<file path="src/rtl/parking_pkg.sv">
// parking_pkg: shared parking-lot types and defaults.
// Gate FSM encoding plus lot sizing used by gate and display.
package parking_pkg;

  localparam int CAPACITY_DEF     = 8;
  localparam int CNT_W_DEF        = 4;
  localparam int MOVE_CYCLES_DEF  = 16;
  localparam int PASS_TIMEOUT_DEF = 64;

  typedef enum logic [2:0] {
    S_IDLE      = 3'd0,
    S_OPENING   = 3'd1,
    S_WAIT_PASS = 3'd2,
    S_PASSING   = 3'd3,
    S_CLOSING   = 3'd4
  } gate_state_t;

  function automatic int max2(input int a, input int b);
    return (a > b) ? a : b;
  endfunction

endpackage

</file>
<file path="src/rtl/req_latch.sv">
// req_latch: rising-edge detector with a sticky pending flag.
// A blocked edge is reported as refused instead of latched.
module req_latch (
  input  logic clk,
  input  logic rst_n,
  input  logic i_req,
  input  logic i_block,
  input  logic i_clr,
  output logic o_pend,
  output logic o_refused
);

  logic r_s;
  logic r_d;
  logic r_pend;
  logic w_edge;

  assign w_edge    = r_s & ~r_d;
  assign o_pend    = r_pend;
  assign o_refused = w_edge & i_block;

  // sample history and pending flag; a fresh edge beats a clear
  always_ff @(posedge clk or negedge rst_n) begin
    if (!rst_n) begin
      r_s    <= 1'b0;
      r_d    <= 1'b0;
      r_pend <= 1'b0;
    end else begin
      r_s <= i_req;
      r_d <= r_s;
      if (w_edge && !i_block) begin
        r_pend <= 1'b1;
      end else if (i_clr) begin
        r_pend <= 1'b0;
      end
    end
  end

endmodule

</file>
<file path="src/rtl/gate_arbiter.sv">
// gate_arbiter: single-lane barrier arbiter for the lot.
// Grants entry/exit, sequences the barrier, tracks free spaces.
module gate_arbiter
  import parking_pkg::*;
#(
  parameter int CAPACITY     = CAPACITY_DEF,
  parameter int CNT_W        = CNT_W_DEF,
  parameter int MOVE_CYCLES  = MOVE_CYCLES_DEF,
  parameter int PASS_TIMEOUT = PASS_TIMEOUT_DEF
) (
  input  logic             clk,
  input  logic             rst_n,
  input  logic             entryReq,
  input  logic             exitReq,
  input  logic             passSensor,
  output logic             gateOpen,
  output logic             grantEntry,
  output logic             grantExit,
  output logic [CNT_W-1:0] freeSpaces,
  output logic             full,
  output logic             denied
);

  localparam int TMR_MAX = max2(MOVE_CYCLES, PASS_TIMEOUT);
  localparam int TMR_W   = $clog2(TMR_MAX + 1);

  localparam logic [TMR_W-1:0] MOVE_LD = TMR_W'(MOVE_CYCLES - 1);
  localparam logic [TMR_W-1:0] PASS_LD = TMR_W'(PASS_TIMEOUT - 1);
  localparam logic [CNT_W-1:0] CAP_V   = CNT_W'(CAPACITY);

  gate_state_t      r_state;
  logic [TMR_W-1:0] r_tmr;
  logic [CNT_W-1:0] r_free;
  logic             r_gate;
  logic             r_gnt_ent;
  logic             r_gnt_ext;
  logic             r_last_exit;
  logic             r_denied;
  logic             r_pass;

  logic w_ent_pend;
  logic w_ext_pend;
  logic w_ent_ref;
  logic w_ext_ref;
  logic w_full;
  logic w_at_cap;
  logic w_idle;
  logic w_ent_ok;
  logic w_ext_ok;
  logic w_tie;
  logic w_pick_exit;
  logic w_grant;
  logic w_ent_clr;
  logic w_ext_clr;
  logic w_ent_drop;
  logic w_tmr_done;

  assign w_full      = (r_free == '0);
  assign w_at_cap    = (r_free == CAP_V);
  assign w_idle      = (r_state == S_IDLE);
  assign w_ent_ok    = w_ent_pend & ~w_full;
  assign w_ext_ok    = w_ext_pend & ~w_at_cap;
  assign w_tie       = w_ent_ok & w_ext_ok;
  assign w_pick_exit = w_ext_ok & (~w_ent_ok | ~r_last_exit);
  assign w_grant     = w_idle & (w_ent_ok | w_ext_ok);
  assign w_tmr_done  = (r_tmr == '0);

  // entry pending left over when the lot filled up is dropped
  assign w_ent_drop = w_idle & w_ent_pend & w_full;
  assign w_ent_clr  = w_idle & w_ent_pend & ~w_pick_exit;
  assign w_ext_clr  = w_idle & w_ext_pend
                    & (w_pick_exit | w_at_cap);

  req_latch u_entry (
    .clk       (clk),
    .rst_n     (rst_n),
    .i_req     (entryReq),
    .i_block   (w_full),
    .i_clr     (w_ent_clr),
    .o_pend    (w_ent_pend),
    .o_refused (w_ent_ref)
  );

  req_latch u_exit (
    .clk       (clk),
    .rst_n     (rst_n),
    .i_req     (exitReq),
    .i_block   (1'b0),
    .i_clr     (w_ext_clr),
    .o_pend    (w_ext_pend),
    .o_refused (w_ext_ref)
  );

  // register the car sensor so the falling edge is seen cleanly
  always_ff @(posedge clk or negedge rst_n) begin
    if (!rst_n) begin
      r_pass <= 1'b0;
    end else begin
      r_pass <= passSensor;
    end
  end

  // one-cycle refusal pulse; exit side is never blocked
  always_ff @(posedge clk or negedge rst_n) begin
    if (!rst_n) begin
      r_denied <= 1'b0;
    end else begin
      r_denied <= w_ent_ref | w_ext_ref | w_ent_drop;
    end
  end

  // barrier sequencer with shared phase timer and count commit
  always_ff @(posedge clk or negedge rst_n) begin
    if (!rst_n) begin
      r_state     <= S_IDLE;
      r_tmr       <= '0;
      r_free      <= CAP_V;
      r_gate      <= 1'b0;
      r_gnt_ent   <= 1'b0;
      r_gnt_ext   <= 1'b0;
      r_last_exit <= 1'b0;
    end else begin
      unique case (r_state)
        S_IDLE: begin
          if (w_grant) begin
            r_state   <= S_OPENING;
            r_tmr     <= MOVE_LD;
            r_gate    <= 1'b1;
            r_gnt_ent <= ~w_pick_exit;
            r_gnt_ext <= w_pick_exit;
            if (w_tie) begin
              r_last_exit <= w_pick_exit;
            end
          end
        end
        S_OPENING: begin
          if (w_tmr_done) begin
            r_state <= S_WAIT_PASS;
            r_tmr   <= PASS_LD;
          end else begin
            r_tmr <= r_tmr - 1'b1;
          end
        end
        S_WAIT_PASS: begin
          if (r_pass) begin
            r_state <= S_PASSING;
          end else if (w_tmr_done) begin
            r_state <= S_CLOSING;
            r_tmr   <= MOVE_LD;
            r_gate  <= 1'b0;
          end else begin
            r_tmr <= r_tmr - 1'b1;
          end
        end
        S_PASSING: begin
          if (!r_pass) begin
            r_state <= S_CLOSING;
            r_tmr   <= MOVE_LD;
            r_gate  <= 1'b0;
            if (r_gnt_ent && !w_full) begin
              r_free <= r_free - 1'b1;
            end else if (r_gnt_ext && !w_at_cap) begin
              r_free <= r_free + 1'b1;
            end
          end
        end
        S_CLOSING: begin
          if (w_tmr_done) begin
            r_state   <= S_IDLE;
            r_gnt_ent <= 1'b0;
            r_gnt_ext <= 1'b0;
          end else begin
            r_tmr <= r_tmr - 1'b1;
          end
        end
        default: begin
          r_state   <= S_IDLE;
          r_gate    <= 1'b0;
          r_gnt_ent <= 1'b0;
          r_gnt_ext <= 1'b0;
        end
      endcase
    end
  end

  assign gateOpen   = r_gate;
  assign grantEntry = r_gnt_ent;
  assign grantExit  = r_gnt_ext;
  assign freeSpaces = r_free;
  assign full       = w_full;
  assign denied     = r_denied;

endmodule

</file>
<file path="config.mk">
export PLATFORM = sky130hd
export DESIGN_NAME = gate_arbiter
export DESIGN_NICKNAME = d
export VERILOG_FILES = /design/src/rtl/parking_pkg.sv /design/src/rtl/req_latch.sv /design/src/rtl/gate_arbiter.sv
export SDC_FILE = /design/constraint.sdc
export NUM_CORES = 1
export LEC_CHECK = 0
export CAP_MARGIN = 10
export CORE_MARGIN = 4
export CORE_UTILIZATION = 26
export CTS_CLUSTER_DIAMETER = 100
export CTS_CLUSTER_SIZE = 30
export DETAILED_ROUTE_END_ITERATION = 7
export PLACE_DENSITY = 0.54
export SKIP_LAST_GASP = 1
export SYNTH_ARGS = -nofsm -noshare
export SYNTH_HDL_FRONTEND = slang
export SYNTH_HIERARCHICAL = 1
export SYNTH_SLANG_ARGS = --single-unit
</file>
<file path="constraint.sdc">
create_clock -name clk -period 3.2 [get_ports clk]
set_input_delay 0.48 -clock clk [delete_from_list [all_inputs] [get_ports clk]]
set_output_delay 0.48 -clock clk [all_outputs]
set_load 0.005 [all_outputs]
</file>
# After elaboration in Yosys (flattened, before gate mapping)
# Index checks and enable logic that the tools add are counted.
classes:
  n_addsub: 3
  n_mul: 0
  div_mod_pow: 0
  magnitude_cmp: 0
  n_eq_ne: 13
  shift: 0
  muxes: 29
  bitwise_logic: 27
  reduce_logical: 20
ops:
  columns: ["op", "count"]
  rows:
  - ["$mux W7", 6]
  - ["$pmux W7 S5", 1]
  - ["$mux W3", 6]
  - ["$pmux W3 S5", 1]
  - ["$reduce_and A5 Y1", 3]
  - ["$and A1 B1 Y1", 13]
  - ["$ne A2 B2 Y1 const B", 6]
  - ["$mux W1", 10]
  - ["$not A1 Y1", 10]
  - ["$reduce_and A3 Y1", 3]
  - ["$mux W4", 2]
  - ["$logic_not A7 Y1", 1]
  - ["$sub A7 B1 Y7 const B", 1]
  - ["$eq A3 B2 Y1 const B", 2]
  - ["$pmux W1 S3", 2]
  - ["$reduce_bool A2 Y1", 3]
  - ["$reduce_bool A5 Y1", 1]
  - ["$add A4 B1 Y4 const B", 1]
  - ["$eq A4 B4 Y1 const B", 1]
  - ["$logic_not A4 Y1", 1]
  - ["$or A1 B1 Y1", 4]
  - ["$pmux W1 S4", 1]
  - ["$sub A4 B1 Y4 const B", 1]
  - ["$eq A3 B1 Y1 const B", 1]
  - ["8 further kinds", 11]
word_totals:
  regBits: 26
  latch_bits: 0
  mem_bits_rw: 0
  romBits: 0
  in_bits: 5
  out_inout_bits: 9
  elab_cells: 107
  memories: 0

# Longest topological paths before layout
logic_depth:
  depth_word: 10
  ltp_mapped: 9
  mapped_depth_nobuf: 9

# Cells and area by module
# The synthesis kept the hierarchy.
by_module_without_submodules:
  columns: ["module", "n_inst", "cells_each", "area_each_um2", "seq_area_each_um2"]
  rows:
  - ["gate_arbiter", 1, 147, 1366.3, 501.7]
  - ["req_latch", 2, 8, 112.6, 75.1]

# Worst setup path before layout
# OpenSTA, ideal clock, no wires.
synth_timing:
  path_type: "register to register"
  start: "reg r_free[1], in the netlist freeSpaces[1]"
  end: "reg r_free[3], in the netlist freeSpaces[3]"
  setup_time_ns: 0.077
  arrival_ns: 2.205
  required_ns: 3.123
  setup_slack_ns: 0.918
  path_stages_with_launch: 10
  n_path_buf: 0
  period_less_slack_ns: 2.282
  cell_sequence: "dfrtp_1 or3_1 o21ai_0 inv_1 ha_1 a21o_1 a21oi_1 xor2_1 a21oi_1 a31oi_1"
synth_via:
  elab_chain_len: 5
  elab_cells_between_ends: 12
  classes_between: "add/sub (2); eq/ne (1); mux (2); reduce/logical (7)"
synth_rtl:
  columns: ["item", "line_no", "text"]
  rows:
  - ["start: declaration", "gate_arbiter.sv:33", "logic [CNT_W-1:0] r_free;"]
  - ["start signal: assignment", "gate_arbiter.sv:161", "r_free <= r_free - 1'b1;"]
  - ["start signal: assignment", "gate_arbiter.sv:163", "r_free <= r_free + 1'b1;"]
  - ["branches (longest 5 deep; another with $add A4 B1 Y4)", null, null]
# Parallel ways; which one is timed is not known. The select of a mux whose other input is x is not followed.
# A chain may end at the register's enable or synchronous reset.

# Worst setup path in the final report
layout_timing:
  start: "reg r_free[1], in the netlist freeSpaces[1]"
  end: "out full"
layout_via:
  elab_chain_len: 1
layout_rtl:
  columns: ["item", "line_no", "text"]
  rows:
  - ["$logic_not A4 Y1", "gate_arbiter.sv:58", "assign w_full = (r_free == '0);"]
  - ["end: declaration", "gate_arbiter.sv:20", "output logic full,"]
# No other way between the ends.

==> results.json <==
{
  "max_slew_margin_pct": 62.7,
  "outcome": "completed",
  "finClkSkew_ps": 1.93,
  "vias": 1190,
  "finalWirelength_mm": 3.17,
  "synth-async-reset-ratio_pct": 100,
  "ys.flop_type": "dfrtp_1",
  "holdPathStages": 0,
  "cp_num_buf_inv": 1,
  "power_leakage_nw": 0.756,
  "start_kind": "flip-flop",
  "synth-seq-cells": 26,
  "chipHeight_um": 86.2,
  "instances_no_fill": 253,
  "critPathTopFamily": "simple AND/OR/NAND/NOR gates",
  "avgRoutedWirePerCell_um": 12.5,
  "critPathKind": "reg -> out",
  "tns_ps": 0,
  "root_buffer": "clkbuf_8",
  "viasPerCell": 4.70,
  "cts_buffer_depth": 2,
  "antenna_found_initial": 0,
  "antenna_cells": 0,
  "hpwl_mm": 2.33,
  "maxCapViolCount": 0,
  "reg2reg_depth": 9,
  "slowest_stage": "clkdlybuf4s50_1",
  "drtIter0Drc": 55,
  "dr.pass1.iters": 4,
  "synth_edf_count": 0,
  "yosysSeqAreaShare_pct": 41.0,
  "fin_crit_ps": 2480,
  "drc_errors": 0,
  "clk_pin_slew_ps": 90,
  "yosys_warnings": 6,
  "cts_setup_buffers": 0,
  "drv_slew": 0,
  "cts_tree": "yes",
  "ir_drop_v": 0.000332,
  "post_cts_resized": 0,
  "fin_nets": 189,
  "tightestPinTransition_ps": 556,
  "io_pins": 14,
  "reg2reg_slack_ps": 730,
  "fmax_mhz": 403,
  "area_growth_pct": 17.1,
  "arrival_ps": 2000,
  "syn_inst": 163,
  "fp.dieW_um": 86.2,
  "max_stage_delay_ps": 570,
  "layout-drive-gt1-share_pct": 15.2,
  "clock_latency_ps": 270,
  "grt_pass1_wl_mm": 5.75,
  "coreArea_sq_mm": 0.00592,
  "syn_area_sq_mm": 0.00159,
  "initial_core_util_pct": 26.9,
  "min_period_over_period_pct": 77.6,
  "avgSynthCellArea_sq_um": 9.76,
  "worstHoldStart": "u_entry/r_s",
  "overflow": 0,
  "placed_cells": 249,
  "min-delay-path-class": "reg -> reg",
  "rsz0062_at_grt": "false",
  "end_kind": "output port",
  "cts-buffers-inserted": 3,
  "finalHoldViolCount": 0,
  "final_common_cell": "dfrtp_1",
  "finalSetupViolations": 0,
  "track_usage_pct": 9.42,
  "holdPathEnd": "u_entry/r_d",
  "layout.area.seq_sq_um": 652,
  "rr_startpoint": "freeSpaces[1]",
  "grt_pass1_vias": 1247,
  "layout_common_cells": "dfrtp_1 (25), inv_1 (15), nor2_1 (14)",
  "dieArea_sq_mm": 0.00744,
  "holdBufCountCts": 0,
  "grt_max_degree": 27,
  "ant_nets": 0,
  "synth.distinct_cells": 53,
  "numPortBuffers": 13,
  "multi_input_area_sq_um": 866,
  "nFillCells": 621,
  "routabilityCongestion": 0.794,
  "clock-sinks": 26,
  "reg2reg_to": "freeSpaces[3]",
  "power_density_mw_per_mm2": 844,
  "rows": 28,
  "htreeDepth": 1,
  "crit_chain": "or3_1 > nor2_1 > clkdlybuf4s50_1",
  "cp_max_fo": 6,
  "required_ps": 2720
}
-- Yosys cell counts, types with 3 or more instances --
library cell / count / area (sq um)
o21ai_0: 7 / 35.0
nor2_1: 14 / 52.6
a21oi_1: 13 / 65.1
o22ai_1: 3 / 18.8
inv_1: 15 / 56.3
nor2b_1: 3 / 18.8
dfrtp_1: 25 / 626
xnor2_1: 5 / 43.8
nand2_1: 12 / 45.0
ha_1: 4 / 50.1
nor3_1: 4 / 20.0
or3_1: 4 / 25.0
-- routing by layer --
layer  track usage [%]  share of wire [%]
met1              12.4                 49
met2              15.8                 48
met3              1.62                3.1
met4              2.97               0.47
met5                 0                  0
-- per-stage QoR --
stage          hold slack (ps)  utilization [%]  setup WS (ps)  instance area [sq um]  power (mW)
2_1_floorplan              184                -            918                   1600        1.14
3_3_place_gp               426             30.6            798                   1810        1.36
3_5_place_dp               425             30.6            750                   1810        1.37
4_1_cts                    452             31.5            701                   1860        1.60
5_1_grt                    467             31.5            588                   1860        1.73
6_report                   445             31.5            717                   1860        1.57
-- cells by family after synthesis --
family                   after synthesis  synth area share [%]
AO/OA/AOI/OAI                         44                  21.4
XOR/XNOR                               6                  3.30
adder cells (fa/ha/maj)                5                  4.40
buffers and inverters                 20                  4.87
flip-flops                            26                  41.0
multiplexers                           5                  3.62
other                                  1                 0.236
AND/OR/NAND/NOR                       56                  21.2
-- cell type report --
cell class | count | share of cell area [%]
Multi-Input combinational cell | 118 | 46.4
Tap cell | 75 | 5.03
Sequential cell | 26 | 35.0
Inverter | 16 | 3.22
Clock buffer | 4 | 2.95
Timing Repair Buffer | 14 | 7.38
-- how the worst max path moves through the flow --
stage                   from            end  slack (ps)  cells past startpoint
2_1_floorplan  freeSpaces[1]  freeSpaces[3]         920                      9
3_3_place_gp   freeSpaces[1]  freeSpaces[3]         800                      9
3_5_place_dp   freeSpaces[1]  freeSpaces[3]         750                      9
4_1_cts        freeSpaces[1]           full         700                      3
5_1_grt        freeSpaces[1]  freeSpaces[3]         590                      9
6_report       freeSpaces[1]           full         720                      3
-- power by group --
group	switching, mW	internal [mW]	total, mW
registers	0.149	0.434	0.583
logic	0.373	0.400	0.773
clock network	0.108	0.110	0.218
-- sequential cells by signal (all words and copies together) (netlist names) --
name / cells
u_entry/r_s: 1
r_pass: 1
r_tmr: 7
freeSpaces: 4
u_exit/o_pend: 1
grantExit: 1
u_entry/r_d: 1
grantEntry: 1
denied: 1
u_entry/o_pend: 1
u_exit/r_d: 1
r_last_exit: 1
gateOpen: 1
r_state: 3
u_exit/r_s: 1
-- worst register-to-register path: stages (launching register included) --
cell	delay (ps)
dfrtp_1	440
or3_1	450
o21ai_0	270
inv_1	120
ha_1	280
a21o_1	180
a21oi_1	250
xor2_1	170
a21oi_1	80
a31oi_1	160
Note: power is estimated with default switching activity, not from simulation.
